--- src/rtl/led_protocol_pkg.sv ---
// Protocol constants shared by the WS2812-style LED transmit and receive blocks.
// Timing values are in 12 MHz clock cycles.
package led_protocol_pkg;
  localparam int unsigned NUM_LEDS_DEF   = 150;
  localparam int unsigned T_ONE_MIN_DEF  = 8;
  localparam int unsigned T_HIGH_MIN_DEF = 2;
  localparam int unsigned T_HIGH_MAX_DEF = 16;
  localparam int unsigned T_LATCH_DEF    = 600;
  localparam int unsigned PIXEL_BITS     = 24;

  typedef enum logic [1:0] {
    ST_SYNC,
    ST_IDLE,
    ST_HIGH,
    ST_LOW
  } dec_state_e;
endpackage

--- src/rtl/led_input_sync.sv ---
// Two-flop synchronizer for the serial LED input, plus edge detection on the
// synchronized level.
module led_input_sync (
  input  logic clock_12mhz,
  input  logic led_counter_reset,
  input  logic din,
  output logic din_s_o,
  output logic rise_o,
  output logic fall_o
);
  // [1:0] are the synchronizer stages; [2] is the previous synchronized level.
  logic [2:0] sync_q;

  always_ff @(posedge clock_12mhz or posedge led_counter_reset) begin
    if (led_counter_reset) sync_q <= '0;
    else                   sync_q <= {sync_q[1:0], din};
  end

  assign din_s_o = sync_q[1];
  assign rise_o  = sync_q[1] & ~sync_q[2];
  assign fall_o  = ~sync_q[1] & sync_q[2];
endmodule

--- src/rtl/led_stream_decoder.sv ---
// WS2812-format serial decoder: measures high-pulse widths to recover bits,
// assembles 24-bit GRB pixels and detects the latch gap that ends a frame.
//
// state | meaning
// SYNC  | waiting for T_LATCH consecutive low clocks before trusting the line
// IDLE  | frame boundary seen, waiting for the first rising edge
// HIGH  | measuring the width of a high pulse
// LOW   | between bits, timing the low gap for a latch
module led_stream_decoder
  import led_protocol_pkg::*;
#(
  parameter int unsigned NUM_LEDS   = NUM_LEDS_DEF,
  parameter int unsigned T_ONE_MIN  = T_ONE_MIN_DEF,
  parameter int unsigned T_HIGH_MIN = T_HIGH_MIN_DEF,
  parameter int unsigned T_HIGH_MAX = T_HIGH_MAX_DEF,
  parameter int unsigned T_LATCH    = T_LATCH_DEF
) (
  input  logic        clock_12mhz,
  input  logic        led_counter_reset,
  input  logic        din,
  output logic [23:0] pixel_data,
  output logic        pixel_valid,
  output logic [7:0]  pixel_index,
  output logic        frame_done,
  output logic [7:0]  pixel_count,
  output logic        bit_error,
  output logic        overflow
);
  localparam logic [4:0] HI_MIN   = 5'(T_HIGH_MIN);
  localparam logic [4:0] HI_MAX   = 5'(T_HIGH_MAX);
  localparam logic [4:0] ONE_MIN  = 5'(T_ONE_MIN);
  localparam logic [4:0] LAST_BIT = 5'(PIXEL_BITS - 1);
  localparam logic [9:0] LATCH_M1 = 10'(T_LATCH - 1);
  localparam logic [7:0] NUM_PIX  = 8'(NUM_LEDS);

  logic din_s, rise, fall;

  led_input_sync u_sync (
    .clock_12mhz      (clock_12mhz),
    .led_counter_reset(led_counter_reset),
    .din              (din),
    .din_s_o          (din_s),
    .rise_o           (rise),
    .fall_o           (fall)
  );

  dec_state_e  state_q, state_d;
  logic [4:0]  hi_cnt_q, hi_cnt_d;
  logic [9:0]  low_cnt_q, low_cnt_d;
  logic [4:0]  bit_cnt_q, bit_cnt_d;
  logic [23:0] shift_q, shift_d;
  logic [7:0]  pix_cnt_q, pix_cnt_d;
  logic [23:0] pixel_data_q, pixel_data_d;
  logic [7:0]  pixel_index_q, pixel_index_d;
  logic [7:0]  pixel_count_q, pixel_count_d;
  logic        pixel_valid_q, pixel_valid_d;
  logic        frame_done_q, frame_done_d;
  logic        bit_error_q, bit_error_d;
  logic        overflow_q, overflow_d;
  logic        bit_val;
  logic [23:0] shift_next;

  always_comb begin
    state_d       = state_q;
    hi_cnt_d      = hi_cnt_q;
    low_cnt_d     = low_cnt_q;
    bit_cnt_d     = bit_cnt_q;
    shift_d       = shift_q;
    pix_cnt_d     = pix_cnt_q;
    pixel_data_d  = pixel_data_q;
    pixel_index_d = pixel_index_q;
    pixel_count_d = pixel_count_q;
    pixel_valid_d = 1'b0;
    frame_done_d  = 1'b0;
    bit_error_d   = 1'b0;
    overflow_d    = overflow_q;
    bit_val       = (hi_cnt_q >= ONE_MIN);
    shift_next    = {shift_q[22:0], bit_val};

    unique case (state_q)
      ST_SYNC: begin
        if (din_s) begin
          low_cnt_d = '0;
        end else if (low_cnt_q == LATCH_M1) begin
          state_d   = ST_IDLE;
          low_cnt_d = '0;
        end else begin
          low_cnt_d = low_cnt_q + 10'd1;
        end
      end
      ST_IDLE: begin
        if (rise) begin
          state_d  = ST_HIGH;
          hi_cnt_d = 5'd1;
        end
      end
      ST_HIGH: begin
        // A runt or over-long pulse aborts the frame; the line must go quiet
        // for a full latch gap before decoding resumes.
        if ((fall && hi_cnt_q < HI_MIN) || (!fall && hi_cnt_q == HI_MAX)) begin
          state_d       = ST_SYNC;
          bit_error_d   = 1'b1;
          bit_cnt_d     = '0;
          pix_cnt_d     = '0;
          pixel_index_d = '0;
          low_cnt_d     = '0;
        end else if (fall) begin
          state_d   = ST_LOW;
          low_cnt_d = 10'd1;
          shift_d   = shift_next;
          if (bit_cnt_q == LAST_BIT) begin
            bit_cnt_d = '0;
            if (pix_cnt_q < NUM_PIX) begin
              pixel_valid_d = 1'b1;
              pixel_data_d  = shift_next;
              pixel_index_d = pix_cnt_q;
              pix_cnt_d     = pix_cnt_q + 8'd1;
            end else begin
              overflow_d = 1'b1;
            end
          end else begin
            bit_cnt_d = bit_cnt_q + 5'd1;
          end
        end else if (hi_cnt_q != 5'd31) begin
          hi_cnt_d = hi_cnt_q + 5'd1;
        end
      end
      ST_LOW: begin
        if (rise) begin
          state_d  = ST_HIGH;
          hi_cnt_d = 5'd1;
        end else if (low_cnt_q == LATCH_M1) begin
          state_d   = ST_IDLE;
          low_cnt_d = '0;
          if (bit_cnt_q != 5'd0) begin
            bit_error_d = 1'b1;
            bit_cnt_d   = '0;
          end
          if (pix_cnt_q != 8'd0) begin
            frame_done_d  = 1'b1;
            pixel_count_d = pix_cnt_q;
            pix_cnt_d     = '0;
            pixel_index_d = '0;
          end
        end else if (low_cnt_q != 10'h3FF) begin
          low_cnt_d = low_cnt_q + 10'd1;
        end
      end
    endcase
  end

  always_ff @(posedge clock_12mhz or posedge led_counter_reset) begin
    if (led_counter_reset) begin
      state_q       <= ST_SYNC;
      hi_cnt_q      <= '0;
      low_cnt_q     <= '0;
      bit_cnt_q     <= '0;
      shift_q       <= '0;
      pix_cnt_q     <= '0;
      pixel_data_q  <= '0;
      pixel_index_q <= '0;
      pixel_count_q <= '0;
      pixel_valid_q <= 1'b0;
      frame_done_q  <= 1'b0;
      bit_error_q   <= 1'b0;
      overflow_q    <= 1'b0;
    end else begin
      state_q       <= state_d;
      hi_cnt_q      <= hi_cnt_d;
      low_cnt_q     <= low_cnt_d;
      bit_cnt_q     <= bit_cnt_d;
      shift_q       <= shift_d;
      pix_cnt_q     <= pix_cnt_d;
      pixel_data_q  <= pixel_data_d;
      pixel_index_q <= pixel_index_d;
      pixel_count_q <= pixel_count_d;
      pixel_valid_q <= pixel_valid_d;
      frame_done_q  <= frame_done_d;
      bit_error_q   <= bit_error_d;
      overflow_q    <= overflow_d;
    end
  end

  assign pixel_data  = pixel_data_q;
  assign pixel_valid = pixel_valid_q;
  assign pixel_index = pixel_index_q;
  assign frame_done  = frame_done_q;
  assign pixel_count = pixel_count_q;
  assign bit_error   = bit_error_q;
  assign overflow    = overflow_q;
endmodule

--- config.mk ---
export PLATFORM = sky130hd
export DESIGN_NAME = led_stream_decoder
export DESIGN_NICKNAME = d
export VERILOG_FILES = /design/src/rtl/led_protocol_pkg.sv /design/src/rtl/led_input_sync.sv /design/src/rtl/led_stream_decoder.sv
export SDC_FILE = /design/constraint.sdc
export NUM_CORES = 1
export LEC_CHECK = 0
export ABC_AREA = 1
export CAP_MARGIN = 20
export CORE_MARGIN = 1
export CORE_UTILIZATION = 35
export DETAILED_ROUTE_END_ITERATION = 12
export GPL_TIMING_DRIVEN = 0
export PLACE_DENSITY = 0.58
export SYNTH_ARGS = -nofsm -noshare
export SYNTH_HDL_FRONTEND = slang
export SYNTH_SLANG_ARGS = --single-unit
--- constraint.sdc ---
create_clock -name clock_12mhz -period 4.69 [get_ports clock_12mhz]
set_clock_uncertainty 0.05 [all_clocks]
set_input_delay 0.469 -clock clock_12mhz [delete_from_list [all_inputs] [get_ports clock_12mhz]]
set_output_delay 0.469 -clock clock_12mhz [all_outputs]
set_load 0.02 [all_outputs]
==> results.sh, run 1 <==
export IMPL_status="finished clean"
export IMPL_grt_pass1_wl_mm=17.93
export IMPL_syn_num_nets=584
export IMPL_die_h_um=117.7
export IMPL_post_cts_buffers=0
export IMPL_wirelength_mm=10.05
export IMPL_tns_ps=0
export IMPL_drt_iter0_drc=230
export IMPL_num_rows=41
export IMPL_drc=0
export IMPL_cp_buffers_inverters=1
export IMPL_wl_per_cell_um=12.44
export IMPL_first_pass_iters=4
export IMPL_fin_cells=808
export IMPL_path_cells="ha_1, nand2_1, nor2_1, nand4_1, a21oi_2, nand3_2, buf_6, nand2_1, nand2_1"
export IMPL_ys_seq_area_share_pct=53.40
export IMPL_cts_root_buf="clkbuf_16"
export IMPL_fin_nets=642
export IMPL_grt_usage_pct=15.89
export IMPL_vias=3756
export IMPL_synth_ff_type="dfrtp_1"
export IMPL_yosys_top_cells_count="nand2_1, dfrtp_1, inv_1"
export IMPL_rsz0062_at_grt="no"
export IMPL_syn_inst=573
export IMPL_clockBufferDepth=2
export IMPL_syn_to_final_growth_pct=22.35
export IMPL_finalSetupViolations=0
export IMPL_cpPeakStageDelay_ps=450
export IMPL_p_clk_share_pct=48.1
export IMPL_num_io_pins=47
export IMPL_synth_most_common_cell="nand2_1"
export IMPL_relSlewSlack_pct=56.22
export IMPL_synthTopCellsByArea="dfrtp_1, nand2_1, o21ai_0, inv_1, nand3_1"
export IMPL_power_density_nw_per_um2=303.7
export IMPL_cts_max_level=3
export IMPL_slew_violations=0
export IMPL_start_util_pct=36.54
export IMPL_switching_share_pct=22.08
export IMPL_avgSynthCellArea_um2=8.178
export IMPL_io_buffers=46
export IMPL_antenna_left=0
export IMPL_drive_gt1_share_pct=8.491
export IMPL_drv_cap=0
export IMPL_postCtsResizedCells=0
export IMPL_p_leak_nw=2.823
export IMPL_antenna_found_initial=0
export IMPL_grt_pass1_vias=3722
export IMPL_endpoint_kind="flip-flop"
export IMPL_cts_buffers=9
export IMPL_fin_util_pct=44.70
export IMPL_cts_tree="yes"
export IMPL_ys_ff_latch=100
export IMPL_critPathMaxFanout=10
export IMPL_sequentialPowerShare_pct=49.9
export IMPL_overflow=0
export IMPL_synth_top_area_share_pct=53.40
export IMPL_postCtsHoldBufs=0
export IMPL_clkSlewWorstSetupHoldPaths_ps=70
export IMPL_n_antenna_cell=0
export IMPL_yosysTopAreaCell="dfrtp_1"
export IMPL_yosysUniqueCellTypes=34
export IMPL_core_um2=12820
export IMPL_die_w_um=117.7
export IMPL_ir_worst_vdd_v=0.0001681
export IMPL_hold_viol_final=0
export IMPL_comb_power_share_pct=2.0
export IMPL_fin_crit_ps=2078
export IMPL_path_class="reg -> reg"
export IMPL_synthArstFlopShare_pct=100.0
export IMPL_dp_cells=792
export IMPL_fmax_mhz=481.3
export IMPL_path_common_cell="nand2_1"
export IMPL_finalCritPeriodShare_pct=44.30
export IMPL_worst_slew_pin_slew_ps=656.8
export IMPL_grt_max_degree=52
export IMPL_crit_required_ps=4880
export IMPL_intPower_mw=1.357
export IMPL_finalWeightedCongestion=0.8175
export IMPL_yosysWarnings=0
export IMPL_clock_latency_ps=350
export IMPL_start_kind="flip-flop"
export IMPL_clock_sinks=100
export IMPL_synth_edf_count=0
export IMPL_power_switching_mw=0.3844
export IMPL_synthesis_area_um2=4686
export IMPL_worstPathArrival_ps=2270
export IMPL_hpwl_mm=7.132
export IMPL_vias_per_cell=4.649
export IMPL_cpLargestDelayFamily="simple AND/OR/NAND/NOR gates"
export IMPL_critPathSlowestCell="dfrtp_1"
export IMPL_hold_class="reg -> reg"
export IMPL_die_area_um2=13850
-- worst paths after layout --
kind / slack (ps) / cells past startpoint / startpoint / end
setup / recovery: 2610 / 9 / low_cnt_q[0]$_DFFE_PP0P_ / pixel_index[6]$_DFFE_PP0P_
setup reg to reg: 2610 / 9 / low_cnt_q[0]$_DFFE_PP0P_ / pixel_index[6]$_DFFE_PP0P_
max in group asynchronous: 3400 / 3 / led_counter_reset / low_cnt_q[8]$_DFFE_PP0P_
hold reg to reg: 300 / 0 / u_sync.sync_q[0]$_DFF_PP0_ / u_sync.sync_q[1]$_DFF_PP0_
min in group asynchronous: 520 / 2 / led_counter_reset / pixel_data[0]$_DFFE_PP0P_
hold / removal: 300 / 0 / u_sync.sync_q[0]$_DFF_PP0_ / u_sync.sync_q[1]$_DFF_PP0_
-- sequential cells by signal, indices dropped and copies added, names as in the netlist --
name	count
bit_cnt_q	5
bit_error	1
frame_done	1
hi_cnt_q	5
low_cnt_q	10
overflow	1
pix_cnt_q	8
pixel_count	8
pixel_data	24
pixel_index	8
pixel_valid	1
shift_q	23
state_q	2
u_sync.sync_q	3
-- through the flow --
stage	power, mW	cell area (um2)	hold slack, ps	setup WS (ps)
after floorplan	0.9079	4686	281.2	1552
after global placement	0.9180	5361	288.0	35.92
after detailed placement	0.9218	5391	289.5	2596
after CTS	1.773	5733	306.4	2575
after global routing	1.812	5733	307.8	2365
final	1.741	5733	301.7	2612
-- final cells by class --
cell class / instances / area (um2)
fillers: 1265 / 7092
flip-flops and latches: 100 / 2502
multi-input cells: 391 / 1832
repair buffers: 47 / 488.0
inverters: 64 / 242.7
clock buffers: 9 / 225.2
well taps: 172 / 215.2
clock inverters: 7 / 116.4
plain buffers: 18 / 111.4
-- cells by family (layout without fill, tap and decap cells) --
logic type	count (synthesis)	in the layout	share of synthesized area [%]
adders and majority gates	8	8	2.136
DFF	100	100	53.40
xor gates and xnor gates	9	9	1.682
AOI/OAI and AO/OA	72	72	8.305
buffers and inverters	82	145	7.503
and+or+nand+nor	302	302	26.97
-- power by group through the flow --
stage / clock network [mW] / logic (mW) / registers [mW]
3_3_place_gp: 0 / 0.0320 / 0.886
2_1_floorplan: 0 / 0.0230 / 0.885
4_1_cts: 0.869 / 0.0360 / 0.869
3_5_place_dp: 0 / 0.0360 / 0.886
5_1_grt: 0.902 / 0.0408 / 0.869
6_report: 0.838 / 0.0341 / 0.869
-- metal layers --
metal  vias up  track usage, %  part of all wire (%)
met5         -               0                     0
met4         0           4.087                  0.46
met3         4           3.828                   3.7
met2        65           25.55                    48
met1      1772           21.43                    47
li1       1915               -                     -
-- layout by cell type (no fill, tap or decap), drive strengths merged --
cell type	instances
nor2	44
o211ai	1
bufinv	2
and3	1
o22ai	1
nand3	34
clkdlybuf4s50	46
clkinv	2
clkbuf	13
a31o	1
buf	15
a21o	1
a21oi	5
o21ai	63
nand3b	2
xnor2	1
nand2	206
xor2	8
inv	67
ha	8
nor3	8
nand4	6
dfrtp	100
or2	1
(Power assumes the default switching activity.)
==> run 2: changes to the inputs <==
==> constraint.sdc (replaced) <==
create_clock -name clock_12mhz -period 2.1 [get_ports clock_12mhz]
set_clock_uncertainty 0.05 [all_clocks]
set_input_delay 0.21 -clock clock_12mhz [delete_from_list [all_inputs] [get_ports clock_12mhz]]
set_output_delay 0.21 -clock clock_12mhz [all_outputs]
set_load 0.02 [all_outputs]
==> run 2 against run 1 <==
Compared with the run above: maximum frequency up 7.8%; highest routed layer unchanged; die area did not move; setup slack worse by 2400 ps; critical endpoint is now pixel_data[4]$_DFFE_PP0P_.
==> results.sh, run 2 (synthesis gave the netlist of run 1 again) <==
export IMPL_r2r_setup_slack_ps=170
export IMPL_syn_to_final_growth_pct=22.99
export IMPL_start_util_pct=36.54
export IMPL_worstPathArrival_ps=2100
export IMPL_critPathMaxFanout=10
export IMPL_io_buffers=46
export IMPL_drive_gt1_share_pct=9.248
export IMPL_largest_register_ffs=24
export IMPL_core_um2=12820
export IMPL_crit_required_ps=2270
export IMPL_cts_buffers=9
export IMPL_critPathSlowestCell="dfrtp_1"
export IMPL_finalWeightedCongestion=0.8081
export IMPL_wirelength_mm=9.814
export IMPL_power_density_nw_per_um2=650.9
export IMPL_fin_crit_ps=1927
export IMPL_first_pass_iters=4
export IMPL_die_area_um2=13850
export IMPL_worst_slew_pin_slew_ps=614.5
export IMPL_final_setup_worst_slack_ps=172.9
export IMPL_grt_max_degree=43
export IMPL_postCtsHoldBufs=0
export IMPL_wl_per_cell_um=12.12
export IMPL_tns_ps=0
export IMPL_dp_cells=793
export IMPL_fmax_mhz=518.9
export IMPL_place_ws_ps=-0.5727
export IMPL_cpPeakStageDelay_ps=390
export IMPL_start_kind="flip-flop"
export IMPL_drv_cap=0
export IMPL_num_io_pins=47
export IMPL_grt_pass1_vias=3672
export IMPL_cts_max_level=3
export IMPL_overflow=0
export IMPL_hpwl_mm=7.150
export IMPL_ff2ff_path_depth=10
export IMPL_final_cell_mix="nand2_1, dfrtp_1, inv_1, o21ai_0, clkdlybuf4s50_1"
export IMPL_rsz0062_at_grt="no"
export IMPL_path_class="reg -> reg"
export IMPL_power_mw=3.751
export IMPL_finalCritPeriodShare_pct=91.77
export IMPL_vias_per_cell=4.649
export IMPL_path_cells="ha_1, nand2_1, nor3_4, nand3_2, nor2_4, inv_2, buf_6, buf_6, nand2_1, o21ai_1"
export IMPL_clkSlewWorstSetupHoldPaths_ps=70
export IMPL_die_w_um=117.7
export IMPL_ir_worst_vdd_v=0.0003361
export IMPL_endpoint_kind="flip-flop"
export IMPL_hold_viol_final=0
export IMPL_grt_usage_pct=15.51
export IMPL_r2r_end="pixel_data[4]$_DFFE_PP0P_"
export IMPL_drc=0
export IMPL_status="finished clean"
export IMPL_antenna_found_initial=0
export IMPL_num_rows=41
export IMPL_final_area_um2=5763
export IMPL_grt_pass1_wl_mm=17.37
export IMPL_cts_tree="yes"
export IMPL_vias=3766
export IMPL_clock_sinks=100
export IMPL_die_h_um=117.7
export IMPL_n_antenna_cell=0
export IMPL_slew_violations=0
export IMPL_finalSetupViolations=0
export IMPL_antenna_left=0
export IMPL_cts_root_buf="clkbuf_16"
export IMPL_clock_latency_ps=340
export IMPL_p_leak_nw=2.824
export IMPL_fin_nets=644
export IMPL_layout_commonest_cell="nand2_1"
export IMPL_fin_cells=810
export IMPL_relSlewSlack_pct=58.95
export IMPL_drt_iter0_drc=238
export IMPL_clockBufferDepth=2
export IMPL_reg2reg_from="bit_cnt_q[0]$_DFFE_PP0P_"
export IMPL_hold_class="in -> async"
export IMPL_place_area_um2=5405
==> run 2: cell count changes in the layout (fill, tap and decap cells not counted), sizes merged <==
cell | previous run | this run
clkinvlp | 0 | 1
clkbuf | 13 | 15
bufinv | 2 | 1
buf | 15 | 17
inv | 67 | 65
==> run 2: worst max path at each step <==
stage | from | to | slack (ps) | cells after the start
2_1_floorplan | hi_cnt_q[0]$_DFFE_PP0P_ | pixel_index[0]$_DFFE_PP0P_ | 330 | 12
3_3_place_gp | led_counter_reset | pixel_index[0]$_DFFE_PP0P_ | -420 | 2
3_5_place_dp | low_cnt_q[0]$_DFFE_PP0P_ | pixel_index[3]$_DFFE_PP0P_ | -0.6 | 9
4_1_cts | hi_cnt_q[0]$_DFFE_PP0P_ | low_cnt_q[4]$_DFFE_PP0P_ | 50 | 12
5_1_grt | hi_cnt_q[1]$_DFFE_PP0P_ | pixel_index[4]$_DFFE_PP0P_ | 6 | 12
6_report | bit_cnt_q[0]$_DFFE_PP0P_ | pixel_data[4]$_DFFE_PP0P_ | 170 | 10
==> run 2: repair_timing <==
item	CTS	global route
setup buffers	1	0
endpoints found under the setup margin	9	25
gates resized for setup	0	8
pin swaps	1	0
==> run 2: metrics by stage <==
step | util, % | hold slack, ps
floorplan | - | 191.4
global placement | 41.83 | 287.4
detailed placement | 42.15 | 285.8
CTS | 44.68 | 241.9
global route | 44.94 | 246.7
finish | 44.94 | 234.4
==> run 2: per-layer routing <==
metal | vias to the layer above | routed length (um) | global-route usage (%)
met4 | 0 | 128 | 5.449
met5 | - | 0 | 0
met2 | 72 | 4523 | 24.38
met1 | 1773 | 4769 | 20.46
met3 | 7 | 392 | 4.264
li1 | 1914 | - | -
==> run 2: power breakdown <==
| group | leakage [nW] | switching, mW | internal, mW | total, mW |
|---|---|---|---|---|
| Combinational | 1.28 | 0.0579 | 0.0208 | 0.0787 |
| Clock | 0.157 | 0.727 | 1.00 | 1.73 |
| Sequential | 1.39 | 0.00902 | 1.93 | 1.94 |
==> run 2: worst max-delay path, delay by kind of cell, from the launching register on <==
family | cells | cell delay (ps)
AOI/OAI and AO/OA | 1 | 70
buffers and inverters | 3 | 360
DFF | 1 | 390
and+or+nand+nor | 5 | 720
adders and majority gates | 1 | 200
==> run 2: layout make-up <==
type,instances,area [um2]
fill,1264,7062
clock buffer,11,252.7
buffer,18,113.9
clock inverter,5,65.06
timing repair buffer,49,508.0
multi-input combinational,391,1861
tap,172,215.2
sequential,100,2504
inverter,64,244.0
==> run 3: changes to the inputs <==
--- a/config.mk
+++ b/config.mk
@@ -9,8 +9,10 @@
 export CAP_MARGIN = 20
 export CORE_MARGIN = 1
 export CORE_UTILIZATION = 35
+export CTS_CLUSTER_SIZE = 20
 export DETAILED_ROUTE_END_ITERATION = 12
 export GPL_TIMING_DRIVEN = 0
+export MAX_ROUTING_LAYER = met4
 export PLACE_DENSITY = 0.58
 export SYNTH_ARGS = -nofsm -noshare
 export SYNTH_HDL_FRONTEND = slang
==> run 3 against run 2 <==
Compared with the run above: register-to-register slack worse by 20 ps; worst hold slack is essentially flat; clock-buffer cell count unchanged; sequential power barely moved; setup slack worse by 23 ps; clock power hardly changed; critical path type unchanged; largest power group unchanged.
==> results.sh, run 3 (synthesis gave the netlist of run 1 again) <==
export IMPL_drv_cap=0
export IMPL_fin_crit_ps=1950
export IMPL_hpwl_mm=7.150
export IMPL_largest_register_ffs=24
export IMPL_layout_commonest_cell="nand2_1"
export IMPL_power_switching_mw=0.7987
export IMPL_finalSetupViolations=0
export IMPL_io_buffers=46
export IMPL_fin_util_pct=44.94
export IMPL_hold_viol_final=0
export IMPL_postCtsHoldBufs=0
export IMPL_sequentialPowerShare_pct=51.7
export IMPL_drt_iter0_drc=258
export IMPL_die_area_um2=13850
export IMPL_tns_ps=0
export IMPL_overflow=0
export IMPL_finalCritPeriodShare_pct=92.88
export IMPL_relSlewSlack_pct=58.94
export IMPL_cts_buffers=9
export IMPL_clockBufferDepth=2
export IMPL_die_h_um=117.7
export IMPL_switching_share_pct=21.27
export IMPL_clock_latency_ps=350
export IMPL_antenna_found_initial=0
export IMPL_clkSlewWorstSetupHoldPaths_ps=70
export IMPL_wl_per_cell_um=12.15
export IMPL_num_io_pins=47
export IMPL_cts_root_buf="clkbuf_16"
export IMPL_grt_pass1_wl_mm=17.39
export IMPL_n_antenna_cell=0
export IMPL_finalWeightedCongestion=0.8199
export IMPL_worst_slew_pin_slew_ps=614.6
export IMPL_drc=0
export IMPL_fin_hold_ws_ps=234.5
export IMPL_core_um2=12820
export IMPL_grt_pass1_vias=3662
export IMPL_rsz0062_at_grt="no"
export IMPL_first_pass_iters=5
export IMPL_start_util_pct=36.54
export IMPL_p_clk_share_pct=46.2
export IMPL_vias=3768
export IMPL_final_cell_mix="nand2_1, dfrtp_1, inv_1, o21ai_0, clkdlybuf4s50_1"
export IMPL_status="finished clean"
export IMPL_crit_required_ps=2290
export IMPL_power_density_nw_per_um2=651.7
export IMPL_comb_power_share_pct=2.1
export IMPL_ir_worst_vdd_v=0.0003358
export IMPL_fmax_mhz=512.7
export IMPL_slew_violations=0
export IMPL_grt_max_degree=43
export IMPL_cts_tree="yes"
export IMPL_fin_nets=644
export IMPL_worstPathArrival_ps=2140
export IMPL_intPower_mw=2.957
export IMPL_vias_per_cell=4.652
export IMPL_die_w_um=117.7
export IMPL_start_kind="flip-flop"
export IMPL_path_class="reg -> reg"
export IMPL_endpoint_kind="flip-flop"
export IMPL_wirelength_mm=9.840
export IMPL_num_rows=41
export IMPL_power_mw=3.756
export IMPL_antenna_left=0
export IMPL_clock_sinks=100
export IMPL_critPathMaxFanout=10
export IMPL_drive_gt1_share_pct=9.248
export IMPL_syn_to_final_growth_pct=22.99
export IMPL_p_leak_nw=2.824
export IMPL_grt_usage_pct=15.97
export IMPL_cts_max_level=3
export IMPL_hold_class="in -> async"
-- run 3: cell counts in the layout (fill, tap and decap cells not counted) --
Identical to the previous run, type by type.
-- run 3: routing by layer --
layer  wire [um]  track usage [%]
met5           0                -
met2        4517            24.30
met1        4811            20.55
met4         129            5.449
met3         381            4.264
-- run 3: power groups by stage --
| stage | combinational, mW | clock, mW | sequential, mW |
|---|---|---|---|
| final | 0.0785 | 1.74 | 1.94 |
| after global routing | 0.0945 | 1.87 | 1.94 |
| after CTS | 0.0835 | 1.79 | 1.94 |
| after detailed placement | 0.0834 | 0 | 1.98 |
| after global placement | 0.0728 | 0 | 1.98 |
| after floorplan | 0.0518 | 0 | 1.98 |
-- run 3: area by class of cell --
| class | count | area, um2 |
|---|---|---|
| plain buffers | 18 | 113.9 |
| fillers | 1264 | 7062 |
| inverters | 64 | 244.0 |
| repair buffers | 49 | 508.0 |
| clock inverters | 5 | 65.06 |
| well taps | 172 | 215.2 |
| multi-input cells | 391 | 1861 |
| flip-flops and latches | 100 | 2504 |
| clock buffers | 11 | 252.7 |
-- run 3: per-stage QoR --
step	cells	area, um2	setup slack (ps)
finish	810	5763	149.6
global route	810	5763	5.822
CTS	810	5731	53.27
detailed placement	793	5405	-0.5727
global placement	791	5365	-416.9
floorplan	573	4690	333.8
-- run 3: worst paths after layout --
kind / slack [ps] / start / cells after the start / to
min in group clock_12mhz: 260 / din / 1 / u_sync.sync_q[0]$_DFF_PP0_
min: 230 / led_counter_reset / 2 / shift_q[20]$_DFFE_PP0P_
max in group asynchronous: 920 / led_counter_reset / 4 / pixel_index[0]$_DFFE_PP0P_
min reg2reg: 300 / u_sync.sync_q[0]$_DFF_PP0_ / 0 / u_sync.sync_q[1]$_DFF_PP0_
max: 150 / low_cnt_q[0]$_DFFE_PP0P_ / 9 / pixel_index[1]$_DFFE_PP0P_
max reg2reg: 150 / low_cnt_q[0]$_DFFE_PP0P_ / 9 / pixel_index[1]$_DFFE_PP0P_
-- run 3: critical path: stages, from the launching register on --
cell	delay [ps]
dfrtp_2	420
ha_1	210
nand2_1	100
nor2_1	200
nand4_1	220
a21oi_4	250
nand3_4	130
buf_6	170
nand2_1	60
nand2_1	40
-- run 3: timing repair --
| item | in CTS | in global routing |
|---|---|---|
| resized for setup | 0 | 8 |
| endpoints found under the setup margin | 9 | 25 |
| buffers inserted | 1 | 0 |
| pin swaps | 1 | 0 |
==> edit 1: new RTL, config.mk and constraints of run 2 <==
`shift_q` no longer has a reset.
--- a/src/rtl/led_stream_decoder.sv
+++ b/src/rtl/led_stream_decoder.sv
@@ -157,3 +157,2 @@
       bit_cnt_q     <= '0;
-      shift_q       <= '0;
       pix_cnt_q     <= '0;
@@ -171,3 +170,2 @@
       bit_cnt_q     <= bit_cnt_d;
-      shift_q       <= shift_d;
       pix_cnt_q     <= pix_cnt_d;
@@ -183,2 +181,6 @@
 
+  always_ff @(posedge clock_12mhz) begin
+    shift_q <= shift_d;
+  end
+
   assign pixel_data  = pixel_data_q;
Function: same outputs for any inputs over 10 cycles, from zero or initial values and one cycle with led_counter_reset high; that may be too few to reach the edited logic, so the function may still have changed.
==> edit 1 against run 2 <==
Synthesized area increased by 0.32%; sequential power up 3%; die area increased by 0.31%; sequential share of layout area rose by 2.1 points; wire length rose by 2.2%; worst setup slack improved by 0.015 ns; global-route usage up 0.25 points; total power shrank 1.6%; sequential cell count stayed put; cell area shrank 0.37%; critical endpoint is now pixel_data[10].
==> edit 1: results (changes against run 2) <==
[logic_synthesis]
synth_cell_types=32  ; -5.9%
ys_top_cells_by_count=nand2_1 (183), dfrtp_1 (77), o21ai_0 (47)
synth-xor-area-share_pct=1.86  ; +0.18 points
synth_compound_area_share_pct=6.04  ; -2.3 points
synthArstFlopShare_pct=77.0  ; -23 points
synth-adder-area-share_pct=2.13  ; -0.0068 points

[floorplan]
placeableCoreArea_um2=12900  ; +0.40%

[layout]
multi_input_cells=369  ; -5.6%
clock_area_share_pct=5.01  ; -0.50 points
final-nonclk-buf-share_pct=10.1  ; -0.70 points
design.seq.count=100  ; unchanged
signal_buffers=61  ; -9.0%
clock_buffers=12  ; +1

[timing]
max_slew.worst_pin.slew_ns=0.515  ; -0.0996 ns

[setup_path]
r2r_slack_ns=0.19  ; +0.02 ns

[placed_design]
dp.cells=745  ; -6.1%

[drt]
wl_met2_um=4480  ; -1.0%
dr.pass1.iters=5  ; +1
route.met3.wl_um=382  ; -2.6%

[clocking]
post_cts_resized=2  ; +2

[global_routing]
grtUsageMet3_pct=4.02  ; -0.24 points
grt_usage_pct=15.8  ; +0.25 points

[power_and_ir_drop]
p_seq_mw=1.99  ; +3%
share_comb_of_total_power_pct=1.9  ; -0.2 points

[run_status]
status=finished clean

==> edit 1: cell types whose count changed in the layout (fill, tap and decap cells not counted), sizes merged, moves of 2 or more <==
cell / before / now
nor2: 44 / 38
dfrtp: 100 / 77
o21ai: 63 / 51
buf: 17 / 11
nand3: 34 / 43
nand2: 206 / 193
edfxtp: 0 / 23
a21oi: 5 / 1
clkinvlp: 1 / 3
inv: 65 / 41
o21bai: 0 / 2
or2: 1 / 3
nor3: 8 / 10
==> edit 1: worst reg2reg max path, delay by kind of cell (launching register included) <==
family	cells	cell delay, ns
flops	1	0.41
buf+inv	1	0.28
compound gates	1	0.23
simple gates	4	0.64
fa+ha+maj	1	0.20
==> edit 1: through the flow <==
step | TNS [ns] | util (%)
floorplan | 0 | -
global placement | -6.17 | 41.8
detailed placement | -6.93 | 42.1
CTS | 0 | 44.4
global route | 0 | 44.6
finish | 0 | 44.6
==> edit 2: new RTL, config.mk and constraints of run 2 <==
Without the edit above. The package constant `T_HIGH_MAX_DEF` goes from 16 to 8.
--- a/src/rtl/led_protocol_pkg.sv
+++ b/src/rtl/led_protocol_pkg.sv
@@ -6,3 +6,3 @@
   localparam int unsigned T_HIGH_MIN_DEF = 2;
-  localparam int unsigned T_HIGH_MAX_DEF = 16;
+  localparam int unsigned T_HIGH_MAX_DEF = 8;
   localparam int unsigned T_LATCH_DEF    = 600;
Formal check against the unedited RTL: same outputs for any inputs over 10 cycles, from zero or initial values and one cycle with led_counter_reset high; that may be too few to reach the edited logic, so the function may still have changed.
==> edit 2 against run 2 <==
Worst setup slack worse by 0.011 ns; cell area up 4.8%; sequential cell count unchanged; global-route usage up 0.90 points; critical path type unchanged; combinational power up 23%; maximum frequency down 0.55%; total power up 0.39%; wire length up 9.1%; synthesized area up 5.7%.
==> edit 2: results (changes against run 2) <==
[run_status]
status=finished clean

[power_and_ir_drop]
intPower_mw=2.94  ; -0.67%
p_sw_mw=0.829  ; +4.3%
vdd_drop_max_mv=0.381  ; +13%

[drt]
viasPerCell=4.68  ; +0.71%
vias=4055  ; +7.7%
route.met3.wl_um=435  ; +11%

[layout]
multi_input_area_share_pct=33.6  ; +1.3 points
nets=692  ; +7.5%
regArea_um2=2500  ; about the same
inverters_excl_clock=89  ; +39%
final-nonclk-buf-share_pct=10.4  ; -0.35 points
syn_to_final_growth_pct=21.9
clock_area_share_pct=5.22  ; -0.30 points
multi_input_cells=414  ; +5.9%

[logic_synthesis]
syn-num-nets=631  ; +8.0%
synth_seq_area_share_pct=50.5  ; -2.9 points
synth_cell_types=33  ; -2.9%
synth_compound_area_share_pct=10.9  ; +2.6 points
avgSynthCellArea_um2=7.99  ; -2.3%
ys_top_cells_by_area=dfrtp_1 (51%), nand2_1 (14%), inv_1 (6.2%), o21ai_0 (5.7%), nand3_1 (3.6%)
synth-adder-area-share_pct=2.02  ; -0.12 points
ys_top_cells_by_count=nand2_1 (183), dfrtp_1 (100), inv_1 (82)

[placed_design]
dp_hpwl_um=7930  ; +11%
dp.cells=849  ; +7.1%
place.gp.congestion=0.878  ; +8.6%
place_area_um2=5710  ; +5.7%

[global_routing]
grt_max_degree=30  ; -30%
met2_usage_pct=26.3  ; +1.9 points
grt_pass1_wl_um=19200  ; +10%
grt.met1_usage_pct=21.9  ; +1.5 points
grt_pass1_vias=4024  ; +9.6%

[timing]
fin_crit_sh_pct=92.3  ; +0.51 points

[clocking]
post_cts_buffers=0  ; -1

[worst_hold_path]
worst_hold_path_type=in -> reg

[setup_path]
arrival_ns=2.12  ; +0.02 ns
slowest_delay_ns=0.44  ; +0.05 ns
reg2regPathDepth=9  ; -1

==> edit 2: changes by cell type after synthesis, moves of 3 or more <==
| cell | delta |
|---|---|
| inv_1 | +23 |
| nand2_1 | -21 |
| o21bai_1 | +16 |
| o21ai_0 | +9 |
| nand2_2 | +8 |
| o21ai_1 | +8 |
| xor2_1 | -7 |
| nand3_1 | +5 |
| nand2_4 | +4 |
| nor2_1 | +4 |
| a21oi_1 | -3 |
| inv_2 | +3 |
| o21ai_2 | -3 |
==> edit 2: worst min-delay path by stage <==
| stage | startpoint | end | slack [ns] | cells after the start |
|---|---|---|---|---|
| global route | din | u_sync.sync_q[0] | 0.24 | 1 |
| CTS | din | u_sync.sync_q[0] | 0.23 | 1 |
| floorplan | din | u_sync.sync_q[0] | 0.19 | 0 |
| global placement | u_sync.sync_q[0] | u_sync.sync_q[1] | 0.29 | 0 |
| detailed placement | u_sync.sync_q[0] | u_sync.sync_q[1] | 0.29 | 0 |
| finish | din | u_sync.sync_q[0] | 0.24 | 1 |
